==> src/rtl/serial_add_ctrl.sv <==
// Bit-serial adder controller: one full-adder slice plus carry flop, LSB first, one bit per clock.
// Optional SERIAL_ADD_OVF_EN macro adds a signed-overflow output `ovf`.
module serial_add_ctrl #(
  parameter int WIDTH = 4
) (
  input  logic             clk,
  input  logic             reset,
  input  logic             start,
  input  logic [WIDTH-1:0] a_in,
  input  logic [WIDTH-1:0] b_in,
  input  logic             cin,
  output logic             busy,
  output logic             done,
  output logic [WIDTH-1:0] sum,
  output logic             cout
`ifdef SERIAL_ADD_OVF_EN
  ,
  output logic             ovf
`endif
);

  localparam int CW = (WIDTH > 1) ? $clog2(WIDTH) : 1;
  localparam logic [CW-1:0] LAST = CW'(WIDTH - 1);

  typedef enum logic [1:0] {
    IDLE,
    SHIFT,
    DONE
  } state_t;

  state_t           state;
  state_t           next_state;
  logic [WIDTH-1:0] a_sh;
  logic [WIDTH-1:0] b_sh;
  logic [WIDTH-1:0] acc;
  logic             carry;
  logic [CW-1:0]    cnt;
  logic             sum_bit;
  logic             carry_nxt;
`ifdef SERIAL_ADD_OVF_EN
  logic             carry_msb;
`endif

  // The single full-adder slice.
  assign sum_bit   = a_sh[0] ^ b_sh[0] ^ carry;
  assign carry_nxt = (a_sh[0] & b_sh[0]) | (a_sh[0] & carry) | (b_sh[0] & carry);
  assign busy      = (state != IDLE);

  // NOTE: sequential state uses non-blocking assignments so every flop samples pre-edge values.
  always_ff @(posedge clk) begin
    if (!reset) state <= IDLE;
    else        state <= next_state;
  end

  // NOTE: next_state is defaulted first so no path through the case leaves it unassigned (no latch).
  always_comb begin
    next_state = state;
    unique case (state)
      IDLE:    if (start) next_state = SHIFT;
      SHIFT:   if (cnt == LAST) next_state = DONE;
      DONE:    next_state = IDLE;
      default: next_state = IDLE;
    endcase
  end

  // NOTE: operand and accumulator registers are reset too, so no X ever reaches the adder slice.
  always_ff @(posedge clk) begin
    if (!reset) begin
      a_sh      <= '0;
      b_sh      <= '0;
      acc       <= '0;
      carry     <= 1'b0;
      cnt       <= '0;
      done      <= 1'b0;
      sum       <= '0;
      cout      <= 1'b0;
`ifdef SERIAL_ADD_OVF_EN
      carry_msb <= 1'b0;
      ovf       <= 1'b0;
`endif
    end else begin
      done <= 1'b0;
      unique case (state)
        IDLE: begin
          if (start) begin
            a_sh  <= a_in;
            b_sh  <= b_in;
            carry <= cin;
            cnt   <= '0;
          end
        end
        SHIFT: begin
          a_sh  <= a_sh >> 1;
          b_sh  <= b_sh >> 1;
          acc   <= {sum_bit, acc[WIDTH-1:1]};
          carry <= carry_nxt;
          cnt   <= cnt + 1'b1;
`ifdef SERIAL_ADD_OVF_EN
          // Carry entering the MSB slice, kept for the overflow compare.
          if (cnt == LAST) carry_msb <= carry;
`endif
        end
        DONE: begin
          // Result registers are separate from acc so partial sums never show on sum/cout.
          sum  <= acc;
          cout <= carry;
          done <= 1'b1;
`ifdef SERIAL_ADD_OVF_EN
          ovf  <= carry_msb ^ carry;
`endif
        end
        default: ;
      endcase
    end
  end

endmodule

==> config.mk <==
export PLATFORM = sky130hd
export DESIGN_NAME = serial_add_ctrl
export DESIGN_NICKNAME = d
export VERILOG_FILES = /design/src/rtl/serial_add_ctrl.sv
export SDC_FILE = /design/constraint.sdc
export NUM_CORES = 1
export LEC_CHECK = 0
export ABC_AREA = 1
export CORE_ASPECT_RATIO = 0.9
export CORE_UTILIZATION = 50
export DETAILED_ROUTE_END_ITERATION = 16
export PLACE_DENSITY = 0.83
export SLEW_MARGIN = 20
export SYNTH_ARGS = -nofsm -noshare
export SYNTH_HDL_FRONTEND = slang
export SYNTH_SLANG_ARGS = --single-unit
==> constraint.sdc <==
create_clock -name clk -period 1.3 [get_ports clk]
set_clock_uncertainty 0.05 [all_clocks]
set_input_delay 0.39 -clock clk [delete_from_list [all_inputs] [get_ports clk]]
set_output_delay 0.39 -clock clk [all_outputs]
set_load 0.05 [all_outputs]
==> flow_summary.ini, run 1 <==
[critical_path]
cp_data_required_time_ps = 860
cp.buffers_inverters = 2
endpoint_kind = output port
crit_type = reg2out
start_kind = flip-flop
critPathSlowestCell = dfxtp_4
path_cells = nor2_4 > inv_2 > buf_12
arrival_ps = 1010
slowest_delay_ps = 370
crit_fanout = 2
path_delay_family = flip-flops

[sta]
max_freq_mhz = 688
finalCriticalPeriod_ps = 1450
slew_violations = 0
finalWorstSetupSlack_ps = -154
hold_viol = 0
fin_crit_sh_pct = 112
max-slew-margin-rel_pct = 87.0
worst_pin_slew_ps = 192
finalSetupViolCount = 1
rsz0062_at_grt = true

[floorplanning]
std_cell_rows = 15
initial_utilization_pct = 52.9
die_area_sq_um = 2210
die_h_microns = 44.7
ioPinCount = 19
core-area_sq_um = 1910
die-width_microns = 49.5

[final_layout]
fin_area_sq_um = 1400
syn_to_final_growth_pct = 38.4
drive_above_1_share_pct = 22.1
n_antenna_cell = 0
final_common_cell = nand2_1
fin_nets = 187
final_cell_mix = nand2_1, nor2_1, inv_1, dfxtp_1

[yosys]
synthCells = 144
synth_top_family_by_area = simple AND/OR/NAND/NOR gates
syn_avg_cell_area_sq_um = 7.04
synth_compound_area_share_pct = 12.3
yosysWarnings = 0
synth_cell_types = 18
synth.area.mux_share_pct = 0
synth-seq-cells = 23
synth_area_sq_um = 1010
synth.net_count = 158
yosys.area_share.simple_pct = 26.2
synthAdderAreaFrac_pct = 3.21
synth-seq-area-share_pct = 45.4
synth_xor_area_share_pct = 0

[outcome]
outcome = complete, but fails checks
failed_checks = setup timing

[power]
switchingPower_mw = 0.365
power.share.switching_pct = 27.0
leakagePower_nw = 0.664
p_per_area_nw_per_um2 = 964
total_power_mw = 1.35
p_int_mw = 0.987
p_clk_share_pct = 24.6
combinationalPowerShare_pct = 18.5
ir_worst_vdd_v = 0.000857
p_seq_share_pct = 56.9

[clocking]
clock_path_buffers = 2
clk_pin_slew_ps = 120
cts_hold_buf = 0
clock_latency_ps = 320
cts-root-buf = clkbuf_4
cts_sinks = 23
cts_made_buffers = 3
htreeDepth = 1
cts_tree = built

[route]
drc = 0
wl_microns = 2210
wl_per_cell_microns = 11.2
via_count = 946
drt_iter0_drc = 21
dr.pass1.iters = 4
drtAntennaViolNets = 0
vias_per_cell = 4.80

[placement]
place_congestion = 0.765
hpwlAfterDp_microns = 1570
io_buffers = 18
placed_area_sq_um = 1330

[grt]
grtUsageTotal_pct = 21.9
antenna_found_initial = 0
grt_max_degree = 20
grt_pass1_vias = 883
overflow = 0
grt_pass1_wl_microns = 3560

[run]
drv_cap = 0

[hold_path]
hold_path_class = reg2reg
per-layer routing:
layer / global-route usage [%] / up-vias / routed length (microns)
li1: - / 485 / -
met2: 38.4 / 30 / 1080
met5: 0 / - / 0
met4: 10.9 / 0 / 64
met3: 7.74 / 11 / 118
met1: 24.0 / 420 / 941
layout make-up:
| cell class | instances | area [sq um] |
|---|---|---|
| clock buffer | 4 | 26.3 |
| multi-input combinational | 91 | 433 |
| timing repair buffer | 29 | 345 |
| fill | 150 | 512 |
| tap | 25 | 31.3 |
| inverter | 25 | 93.8 |
| sequential | 23 | 473 |
flip-flops by register name (all words and copies together), names as in the netlist:
register and flops:
acc 4, sum 4, b_sh 4, a_sh 4, done 1, cout 1
state 2, cnt 2, carry 1
worst min-delay path, stage by stage (launching register included):
cell and delay (ps):
dfxtp_1 330, nand2_1 60, a21oi_1 50
metrics by stage:
stage	hold WS, ps	TNS (ps)	util, %	std cells	setup WS (ps)
final	432	-154	73.3	197	-154
after global routing	447	-201	73.3	197	-183
after CTS	435	-137	72.7	196	-137
after detailed placement	417	-3120	69.5	190	-241
after global placement	398	-2500	69.5	190	-182
after floorplan	390	0	-	144	48.9
power groups by stage:
stage	clock, mW	combinational [mW]	sequential [mW]
after floorplan	0	0.145	0.781
after global placement	0	0.225	0.785
after detailed placement	0	0.236	0.788
after CTS	0.347	0.245	0.769
after global routing	0.373	0.280	0.774
final	0.332	0.251	0.770
cell usage after synthesis:
library cell | count | area [sq um]
buf_6 | 1 | 11.3
o21ai_4 | 1 | 16.3
nor2_1 | 30 | 113
dfxtp_1 | 23 | 460
a21oi_1 | 9 | 45.0
nor3_1 | 1 | 5.00
inv_1 | 23 | 86.3
nand2_1 | 32 | 120
fa_1 | 1 | 20.0
nand2_2 | 1 | 6.26
nor2_4 | 1 | 11.3
buf_4 | 2 | 15.0
a21oi_2 | 1 | 8.76
nand3_1 | 2 | 10.0
inv_2 | 2 | 7.51
o21ai_0 | 11 | 55.1
ha_1 | 1 | 12.5
buf_2 | 2 | 10.0
worst paths after layout:
check / endpoint / cells after the start / from / slack (ps)
max: busy / 3 / state[0]$_SDFFE_PN0P_ / -150
max reg2reg: sum[3]$_SDFFE_PN0P_ / 6 / state[0]$_SDFFE_PN0P_ / 70
min: b_sh[3]$_SDFFE_PN0P_ / 2 / b_sh[3]$_SDFFE_PN0P_ / 430
min reg2reg: b_sh[3]$_SDFFE_PN0P_ / 2 / b_sh[3]$_SDFFE_PN0P_ / 430
cells by family after synthesis:
family,after synthesis
simple gates,67
buf+inv,30
flops,23
compound gates,22
fa+ha+maj,2
what timing repair did:
| action | 4_1_cts | 5_1_grt |
|---|---|---|
| pin swaps | 0 | 1 |
| resized for setup | 11 | 1 |
| buffers inserted | 2 | 1 |
| endpoints found under the setup margin | 7 | 16 |
Power figures use the tool's default switching activity.
==> inputs of run 2 (changes only) <==
--- a/config.mk
+++ b/config.mk
@@ -7,10 +7,10 @@
 export LEC_CHECK = 0
 export ABC_AREA = 1
 export CORE_ASPECT_RATIO = 0.9
-export CORE_UTILIZATION = 50
+export CORE_UTILIZATION = 25
 export DETAILED_ROUTE_END_ITERATION = 16
-export PLACE_DENSITY = 0.83
-export SLEW_MARGIN = 20
+export PLACE_DENSITY = 0.5
+export REMOVE_ABC_BUFFERS = 1
 export SYNTH_ARGS = -nofsm -noshare
 export SYNTH_HDL_FRONTEND = slang
 export SYNTH_SLANG_ARGS = --single-unit
==> run 2 against run 1 <==
  * The flow still finishes with violations (setup timing)
  * Critical path depth unchanged
  * Clock-buffer cell count shrank 1
  * First-iteration DRC count rose by 110%
  * Worst hold slack lost 8.6 ps
  * Largest cell class unchanged
==> flow_summary.ini, run 2 (synthesis gave the netlist of run 1 again) <==
[outcome]
outcome = complete, but fails checks
failed_checks = setup timing

[final_layout]
drive_above_1_share_pct = 25.4
final_cell_mix = nor2_1, nand2_1, inv_1, dfxtp_1, o21ai_0
syn_to_final_growth_pct = 55.6
final_common_cell = nor2_1
fin_nets = 192
n_antenna_cell = 0

[floorplanning]
ioPinCount = 19
die_area_sq_um = 4310
die_h_microns = 62.4
die-width_microns = 69.1
std_cell_rows = 21
core-area_sq_um = 3810
initial_utilization_pct = 26.6

[sta]
slew_violations = 0
finalCriticalPeriod_ps = 1360
finalWorstSetupSlack_ps = -61.9
fin_crit_sh_pct = 105
max_freq_mhz = 734
hold_viol = 0
worst_pin_slew_ps = 252
finalSetupViolCount = 2
max-slew-margin-rel_pct = 83.1
rsz0062_at_grt = true

[critical_path]
endpoint_kind = output port
r2r_start = state[0]$_SDFFE_PN0P_
arrival_ps = 920
start_kind = flip-flop
crit_type = reg2out
ff2ff_path_depth = 6
crit_fanout = 2
crit_start = state[1]$_SDFFE_PN0P_
cp_data_required_time_ps = 860

[placement]
place_congestion = 0.718
post-place-ws_ps = -205
hpwlAfterDp_microns = 1550
io_buffers = 18

[clocking]
clock_path_buffers = 2
cts_sinks = 23
clk_pin_slew_ps = 80
htreeDepth = 1
cts-root-buf = clkbuf_8
clock_latency_ps = 260
cts_hold_buf = 0
cts_made_buffers = 3
cts_tree = built

[hold_path]
hold_path_class = reg2reg
hold_start = cnt[1]$_SDFFE_PN0P_
hold_depth = 2

[power]
p_seq_share_pct = 50.6
p_int_mw = 1.12
p_clk_share_pct = 29.1
power.share.switching_pct = 26.2
p_per_area_nw_per_um2 = 964
total_power_mw = 1.52
ir_worst_vdd_v = 0.000364
leakagePower_nw = 0.746
combinationalPowerShare_pct = 20.3
switchingPower_mw = 0.398

[grt]
overflow = 0
grt_max_degree = 20
grt_pass1_vias = 839
grt_pass1_wl_microns = 3520
antenna_found_initial = 0
grtUsageTotal_pct = 9.98

[route]
via_count = 940
wl_per_cell_microns = 10.4
wl_microns = 2320
dr.pass1.iters = 4
drtAntennaViolNets = 0
drc = 0
vias_per_cell = 4.22
drt_iter0_drc = 45

[run]
drv_cap = 0
-- run 2: changes by cell type in the layout (fill, tap and decap cells not counted), moves of 2 or more --
cell | previous run | this run
nand2_2 | 2 | 5
dfxtp_1 | 15 | 21
nand2_4 | 0 | 2
nand2_1 | 31 | 26
buf_6 | 0 | 2
a21oi_2 | 1 | 3
clkbuf_8 | 0 | 3
clkbuf_4 | 3 | 0
buf_12 | 8 | 10
clkbuf_16 | 0 | 2
a21oi_1 | 9 | 7
dfxtp_2 | 7 | 2
-- run 2: final timing paths --
check | to | slack (ps)
worst min register to register | cnt[1]$_SDFFE_PN0P_ | 420
worst max-delay path | busy | -60
worst min-delay path | cnt[1]$_SDFFE_PN0P_ | 420
worst max register to register | b_sh[3]$_SDFFE_PN0P_ | 0
-- run 2: layer usage --
layer | track usage, % | part of all wire, % | vias to the layer above
met3 | 1.61 | 2.4 | 2
met4 | 6.12 | 1.2 | 0
met2 | 16.0 | 50 | 12
met1 | 12.5 | 47 | 427
met5 | 0 | 0 | -
li1 | - | - | 499
-- run 2: repair_timing --
action	4_1_cts	5_1_grt
pin swaps	1	8
cloned	0	2
resized for setup	4	14
endpoints found under the hold margin	0	0
endpoints found under the setup margin	1	10
setup buffers	3	3
-- run 2: stage by stage --
stage | cells | utilization [%] | hold slack (ps) | setup TNS (ps) | area [sq um]
6_report | 223 | 41.4 | 423 | -65.8 | 1580
5_1_grt | 223 | 41.4 | 430 | -512 | 1580
4_1_cts | 218 | 38.3 | 419 | -49.3 | 1460
3_5_place_dp | 211 | 36.3 | 408 | -2710 | 1380
3_3_place_gp | 211 | 36.3 | 404 | -2280 | 1380
2_1_floorplan | 139 | - | 391 | -160 | 977
-- run 2: critical path: stages (launching register included) --
cell and delay, ps:
dfxtp_2 350, nor2_4 120, inv_2 50, buf_12 140
-- run 2: final cells by class --
class / instances / area (sq um)
Timing Repair Buffer: 34 / 453
Inverter: 25 / 93.8
Tap cell: 46 / 57.6
Multi-Input combinational cell: 91 / 463
Clock inverter: 1 / 5.00
Sequential cell: 23 / 463
Clock buffer: 3 / 41.3
Fill cell: 388 / 2230
-- run 2: power groups by stage --
stage	clock network [mW]	logic (mW)	registers, mW
detailed placement	0	0.247	0.784
CTS	0.457	0.260	0.768
finish	0.443	0.308	0.769
floorplan	0	0.122	0.786
global route	0.480	0.343	0.775
global placement	0	0.243	0.784
